File: config.mk
export PLATFORM = sky130hd
export DESIGN_NAME = dmem_rr_arbiter
export DESIGN_NICKNAME = d
export VERILOG_FILES = /design/src/rtl/dmem_arb_pkg.sv /design/src/rtl/dmem_rr_arbiter_rr_pick.sv /design/src/rtl/dmem_rr_arbiter.sv
export SDC_FILE = /design/constraint.sdc
export NUM_CORES = 1
export LEC_CHECK = 0
export CAP_MARGIN = 40
export CORE_UTILIZATION = 31
export CTS_CLUSTER_DIAMETER = 120
export CTS_CLUSTER_SIZE = 25
export DETAILED_ROUTE_END_ITERATION = 8
export GPL_ROUTABILITY_DRIVEN = 0
export GPL_TIMING_DRIVEN = 0
export PLACE_DENSITY_LB_ADDON = 0.25
export SLEW_MARGIN = 10
export SYNTH_ARGS = -nofsm -noshare
export SYNTH_HDL_FRONTEND = slang
export SYNTH_HIERARCHICAL = 1
export SYNTH_SLANG_ARGS = --single-unit
File: constraint.sdc
create_clock -name clk -period 3.79 [get_ports clk]
set_input_delay 0.5685 -clock clk [delete_from_list [all_inputs] [get_ports clk]]
set_output_delay 0.5685 -clock clk [all_outputs]
set_load 0.01 [all_outputs]
File: src/rtl/dmem_arb_pkg.sv
// dmem_arb_pkg: shared constants, request bundle type and index helper
// for the dmem round-robin arbiter (dmem_rr_arbiter, rr_pick).
package dmem_arb_pkg;

    localparam int ADDR_W = 4;
    localparam int DATA_W = 16;

    typedef struct packed {
        logic              valid;
        logic              we;
        logic              lock;
        logic [ADDR_W-1:0] addr;
        logic [DATA_W-1:0] wdata;
    } mem_req_t;

    // Modulo increment with an explicit wrap, so non-power-of-2
    // requester counts cycle correctly.
    function automatic int next_idx(input int idx, input int n);
        return (idx >= n - 1) ? 0 : idx + 1;
    endfunction

endpackage

File: src/rtl/dmem_rr_arbiter_rr_pick.sv
// rr_pick: combinational round-robin picker, scans from ptr upward.
// Ports: req (requests), ptr (start index) -> gnt (one-hot), idx, any.
module rr_pick
    import dmem_arb_pkg::*;
#(
    parameter int N     = 4,
    parameter int PTR_W = $clog2(N)
) (
    input  logic [N-1:0]     req,
    input  logic [PTR_W-1:0] ptr,
    output logic [N-1:0]     gnt,
    output logic [PTR_W-1:0] idx,
    output logic             any
);

    int               scan;
    logic [PTR_W-1:0] scan_idx;

    always_comb begin
        gnt      = '0;
        idx      = '0;
        any      = 1'b0;
        scan     = int'(ptr);
        scan_idx = '0;
        for (int k = 0; k < N; k++) begin
            scan_idx = PTR_W'(scan);
            if (!any && req[scan_idx]) begin
                any           = 1'b1;
                idx           = scan_idx;
                gnt[scan_idx] = 1'b1;
            end
            scan = next_idx(scan, N);
        end
    end

endmodule

File: src/rtl/dmem_rr_arbiter.sv
// dmem_rr_arbiter: round-robin arbiter sharing the single-port dmem
// among NUM_REQ requesters; returns 1-cycle read data to the winner.
// Ports: clk, reset (async, high); req_valid/we/lock/addr/wdata in,
// req_ready out; rsp_valid/rsp_rdata out; mem_en/we/addr/wdata out,
// mem_rdata in. Build option DMEM_ARB_LOCK_EN enables req_lock
// (grant held by the owner for atomic read-modify-write).
module dmem_rr_arbiter
    import dmem_arb_pkg::*;
#(
    parameter int NUM_REQ = 4,
    parameter int ADDR_W  = dmem_arb_pkg::ADDR_W,
    parameter int DATA_W  = dmem_arb_pkg::DATA_W
) (
    input  logic                      clk,
    input  logic                      reset,
    input  logic [NUM_REQ-1:0]        req_valid,
    input  logic [NUM_REQ-1:0]        req_we,
    input  logic [NUM_REQ-1:0]        req_lock,
    input  logic [NUM_REQ*ADDR_W-1:0] req_addr,
    input  logic [NUM_REQ*DATA_W-1:0] req_wdata,
    output logic [NUM_REQ-1:0]        req_ready,
    output logic [NUM_REQ-1:0]        rsp_valid,
    output logic [DATA_W-1:0]         rsp_rdata,
    output logic                      mem_en,
    output logic                      mem_we,
    output logic [ADDR_W-1:0]         mem_addr,
    output logic [DATA_W-1:0]         mem_wdata,
    input  logic [DATA_W-1:0]         mem_rdata
);

    localparam int PTR_W = $clog2(NUM_REQ);

    logic [PTR_W-1:0]   rr_ptr;
    logic [NUM_REQ-1:0] req_eff;
    logic [NUM_REQ-1:0] gnt;
    logic [PTR_W-1:0]   gnt_idx;
    logic               gnt_any;

    logic [ADDR_W-1:0]  addr_a  [NUM_REQ];
    logic [DATA_W-1:0]  wdata_a [NUM_REQ];

    for (genvar g = 0; g < NUM_REQ; g++) begin : g_unpack
        assign addr_a[g]  = req_addr[g*ADDR_W +: ADDR_W];
        assign wdata_a[g] = req_wdata[g*DATA_W +: DATA_W];
    end

`ifdef DMEM_ARB_LOCK_EN
    logic             lock_active;
    logic [PTR_W-1:0] lock_owner;

    // While locked only the owner may compete, even if it is idle.
    always_comb begin
        req_eff = req_valid & {NUM_REQ{~reset}};
        if (lock_active) begin
            req_eff = req_eff & (NUM_REQ'(1) << lock_owner);
        end
    end

    always_ff @(posedge clk or posedge reset) begin
        if (reset) begin
            lock_active <= 1'b0;
            lock_owner  <= '0;
        end else if (gnt_any) begin
            if (req_lock[gnt_idx]) begin
                lock_active <= 1'b1;
                lock_owner  <= gnt_idx;
            end else begin
                lock_active <= 1'b0;
            end
        end
    end
`else
    logic unused_lock;

    assign unused_lock = ^req_lock;
    assign req_eff     = req_valid & {NUM_REQ{~reset}};
`endif

    rr_pick #(
        .N     (NUM_REQ),
        .PTR_W (PTR_W)
    ) u_pick (
        .req (req_eff),
        .ptr (rr_ptr),
        .gnt (gnt),
        .idx (gnt_idx),
        .any (gnt_any)
    );

    assign req_ready = gnt;

    always_comb begin
        mem_en    = 1'b0;
        mem_we    = 1'b0;
        mem_addr  = '0;
        mem_wdata = '0;
        if (gnt_any) begin
            mem_en    = 1'b1;
            mem_we    = req_we[gnt_idx];
            mem_addr  = addr_a[gnt_idx];
            mem_wdata = wdata_a[gnt_idx];
        end
    end

    always_ff @(posedge clk or posedge reset) begin
        if (reset) begin
            rr_ptr    <= '0;
            rsp_valid <= '0;
        end else begin
            rsp_valid <= gnt & ~req_we;
            if (gnt_any) begin
                rr_ptr <= PTR_W'(next_idx(int'(gnt_idx), NUM_REQ));
            end
        end
    end

    // The macro's read data arrives in the response cycle itself, so it
    // is passed through, gated to zero whenever no response is due.
    assign rsp_rdata = (|rsp_valid) ? mem_rdata : '0;

endmodule

==> flow_metrics.py <==
metrics = {
    "pwr": {
        "power_density_nw_per_um2": 1156,
        "vdd_drop_max_uv": 682.0,
        "power.total_mw": 4.317,
        "p_leak_nw": 1.615,
    },
    "sta": {
        "max_freq_mhz": 260.8,
        "worst_slack_ps": -44.76,
        "slew_headroom_pct": 55.27,
        "setup_violations": 7,
        "hold_viol_final": 0,
        "period_needed_ps": 3835,
        "skew_ps": 4.419,
        "final-max-slew-violation-count": 0,
        "worst_pin_slew_ps": 663.9,
        "fin_tns_setup_ps": -161.3,
        "rsz0062_at_grt": "yes",
        "fin_crit_sh_pct": 101.2,
    },
    "drt": {
        "firstDrtPassIters": 4,
        "vias": 2402,
        "drc_errors": 0,
        "viasPerCell": 5.268,
        "drt-initial-drc-count": 98,
        "wl_per_cell_um": 17.12,
        "ant_nets": 0,
        "wirelength_mm": 7.805,
    },
    "cells_and_area": {
        "fillCellCount": 371,
        "diodes": 0,
        "multi_input_area_um2": 1439,
        "final_nets": 506,
        "regArea_um2": 152.6,
        "syn_to_final_growth_pct": 126.6,
        "fin_util_pct": 73.15,
        "drive_gt1_share_pct": 26.94,
    },
    "clock_tree": {
        "cts_buffers": 3,
        "clock_path_buffers": 2,
        "hold_buffers": 0,
        "cts-root-buf": "clkbuf_8",
        "cts_tree": "built",
        "clk_latency_ps": 230,
        "clkSlewWorstSetupHoldPaths_ps": 40,
        "htreeDepth": 1,
        "cts_sinks": 6,
    },
    "setup_path": {
        "r2r-start": "rr_ptr[0]",
        "start_kind": "flop",
        "slowest_delay_ps": 400,
        "crit_slowest_cell": "dfrtp_2",
        "rrSetupSlack_ps": 910,
        "crit_fanout": 10,
        "critPathBufInv": 6,
        "cp-end-kind": "output pin",
        "reg2reg_depth": 11,
        "crit_chain": "buf_8, clkinvlp_4, ha_4, buf_8, mux2i_4, mux2i_4, nor3_2, a21oi_2, o211ai_1, buf_6, buf_12, mux2i_1, o22ai_1, clkdlybuf4s15_1",
        "critical_path_class": "flop to output pin",
        "r2r_end": "rr_ptr[1]",
        "path_delay_family": "buffers and inverters",
        "crit_required_ps": 3220,
        "arrival_ps": 3270,
    },
    "floorplan": {
        "initial_core_util_pct": 32.29,
        "row_count": 26,
        "fp.coreArea_um2": 5107,
        "dieArea_um2": 5615,
        "dieHeight_um": 74.94,
        "die_width_um": 74.94,
        "io_pins": 156,
    },
    "yosys": {
        "synthCells": 196,
        "syn-mean-instance-area_um2": 8.414,
        "syn_nets": 314,
        "mappedNetlistArea_um2": 1649,
        "ys_ff_latch": 6,
        "ys_types": 40,
        "ys.flop_type": "dfrtp_1",
        "synth_edf_count": 0,
        "ys_seq_area_share_pct": 9.105,
        "ys_warn_count": 6,
        "async_reset_ff_share_pct": 100.0,
    },
    "grt": {
        "overflow": 0,
        "grt_max_degree": 11,
        "grt_pass1_wl_mm": 10.28,
        "first_global_vias": 2116,
        "antenna_found_initial": 0,
        "grt_use_total_pct": 23.75,
    },
    "placed_design": {
        "dp_hpwl_mm": 5.338,
        "numPortBuffers": 151,
    },
    "hold_path": {
        "hp-class": "primary input to asynchronous set/reset pin",
    },
    "run_status": {
        "violations": "negative setup slack",
        "status": "complete, but fails checks",
    },
    "flow_run": {
        "maxCapViolCount": 0,
    },
}
cell usage after synthesis, drive strengths merged, types with 4 or more instances:
master | count | area share [%]
o21ai | 8 | 2.4
nand2 | 13 | 3.0
mux2i | 45 | 27
a21oi | 5 | 1.5
dfrtp | 6 | 9.1
inv | 9 | 2.0
nor2 | 4 | 1.4
buf | 16 | 8.3
nor2b | 22 | 8.3
and2b | 7 | 3.6
ha | 8 | 6.1
o22ai | 23 | 8.7
layout make-up:
cell class / instances / share of cell area (%)
buffer: 16 / 5.559
tap: 70 / 2.344
sequential: 6 / 4.086
multi-input combinational: 163 / 38.51
timing repair buffer: 189 / 47.39
clock buffer: 3 / 1.105
inverter: 9 / 1.005
how the worst max path moves through the flow:
stage / start / end / slack (ps) / cells after the start
finish: rr_ptr[0] / mem_wdata[13] / -40 / 14
global route: rr_ptr[0] / mem_addr[3] / -100 / 14
CTS: rr_ptr[1] / mem_wdata[3] / 7 / 15
detailed placement: reset / mem_wdata[4] / -770 / 11
global placement: reset / mem_wdata[4] / -750 / 11
floorplan: rr_ptr[0] / mem_addr[1] / 370 / 12
registers in the layout (all words and copies together), names as in the netlist:
| signal | flops |
|---|---|
| rr_ptr | 2 |
| rsp_valid | 4 |
repair_timing:
item,4_1_cts,5_1_grt
endpoints found under the setup margin,26,21
gates resized for setup,91,35
cloned,2,0
setup buffers,23,14
pin swaps,5,7
layout by cell type, fill, tap and decap left out, types with 3 or more instances in the layout:
master / instances
dfrtp_1: 4
dlygate4sd2_1: 4
mux2i_4: 3
mux2i_1: 41
mux2_2: 3
nor2b_4: 4
nor2_1: 3
a21oi_1: 4
inv_1: 7
clkdlybuf4s15_1: 9
nand2_1: 13
clkbuf_8: 3
clkdlybuf4s50_1: 125
nor2b_1: 18
o21ai_0: 7
buf_4: 35
clkbuf_2: 5
o22ai_1: 23
and2b_2: 7
buf_12: 5
ha_1: 6
buf_6: 9
buf_2: 8
where the power goes:
part | leakage (nW) | total [mW] | internal, mW | switching [mW]
registers | 0.0758 | 0.149 | 0.101 | 0.0480
clock network | 0.0216 | 0.100 | 0.0686 | 0.0315
logic | 1.52 | 4.07 | 2.22 | 1.85
kinds of logic (layout without fill, tap and decap cells):
family,Yosys count,after routing,synth area share (%)
AOI/OAI and AO/OA,49,49,20.79
adders and majority gates,8,8,6.070
buffers and inverters,27,217,10.85
DFF,6,6,9.104
muxes,50,50,32.09
and+or+nand+nor,56,56,21.09
metal layers:
| metal | up-vias | wire length (um) | global-route usage, % |
|---|---|---|---|
| li1 | 1107 | - | - |
| met1 | 1135 | 2812 | 28.66 |
| met2 | 135 | 4107 | 42.94 |
| met3 | 25 | 703 | 4.284 |
| met4 | 0 | 182 | 6.709 |
| met5 | - | 0 | 0 |
metrics by stage:
| stage | hold slack, ps | worst slack [ps] | cells | cell area (um2) |
|---|---|---|---|---|
| 2_1_floorplan | 359.5 | 373.4 | 196 | 1649 |
| 3_3_place_gp | 623.1 | -753.5 | 417 | 3248 |
| 3_5_place_dp | 626.6 | -770.4 | 417 | 3248 |
| 4_1_cts | 501.6 | 7.235 | 444 | 3656 |
| 5_1_grt | 385.9 | -102.9 | 456 | 3736 |
| 6_report | 359.4 | -44.76 | 456 | 3736 |
No activity file was read; power rests on OpenSTA's default activity.
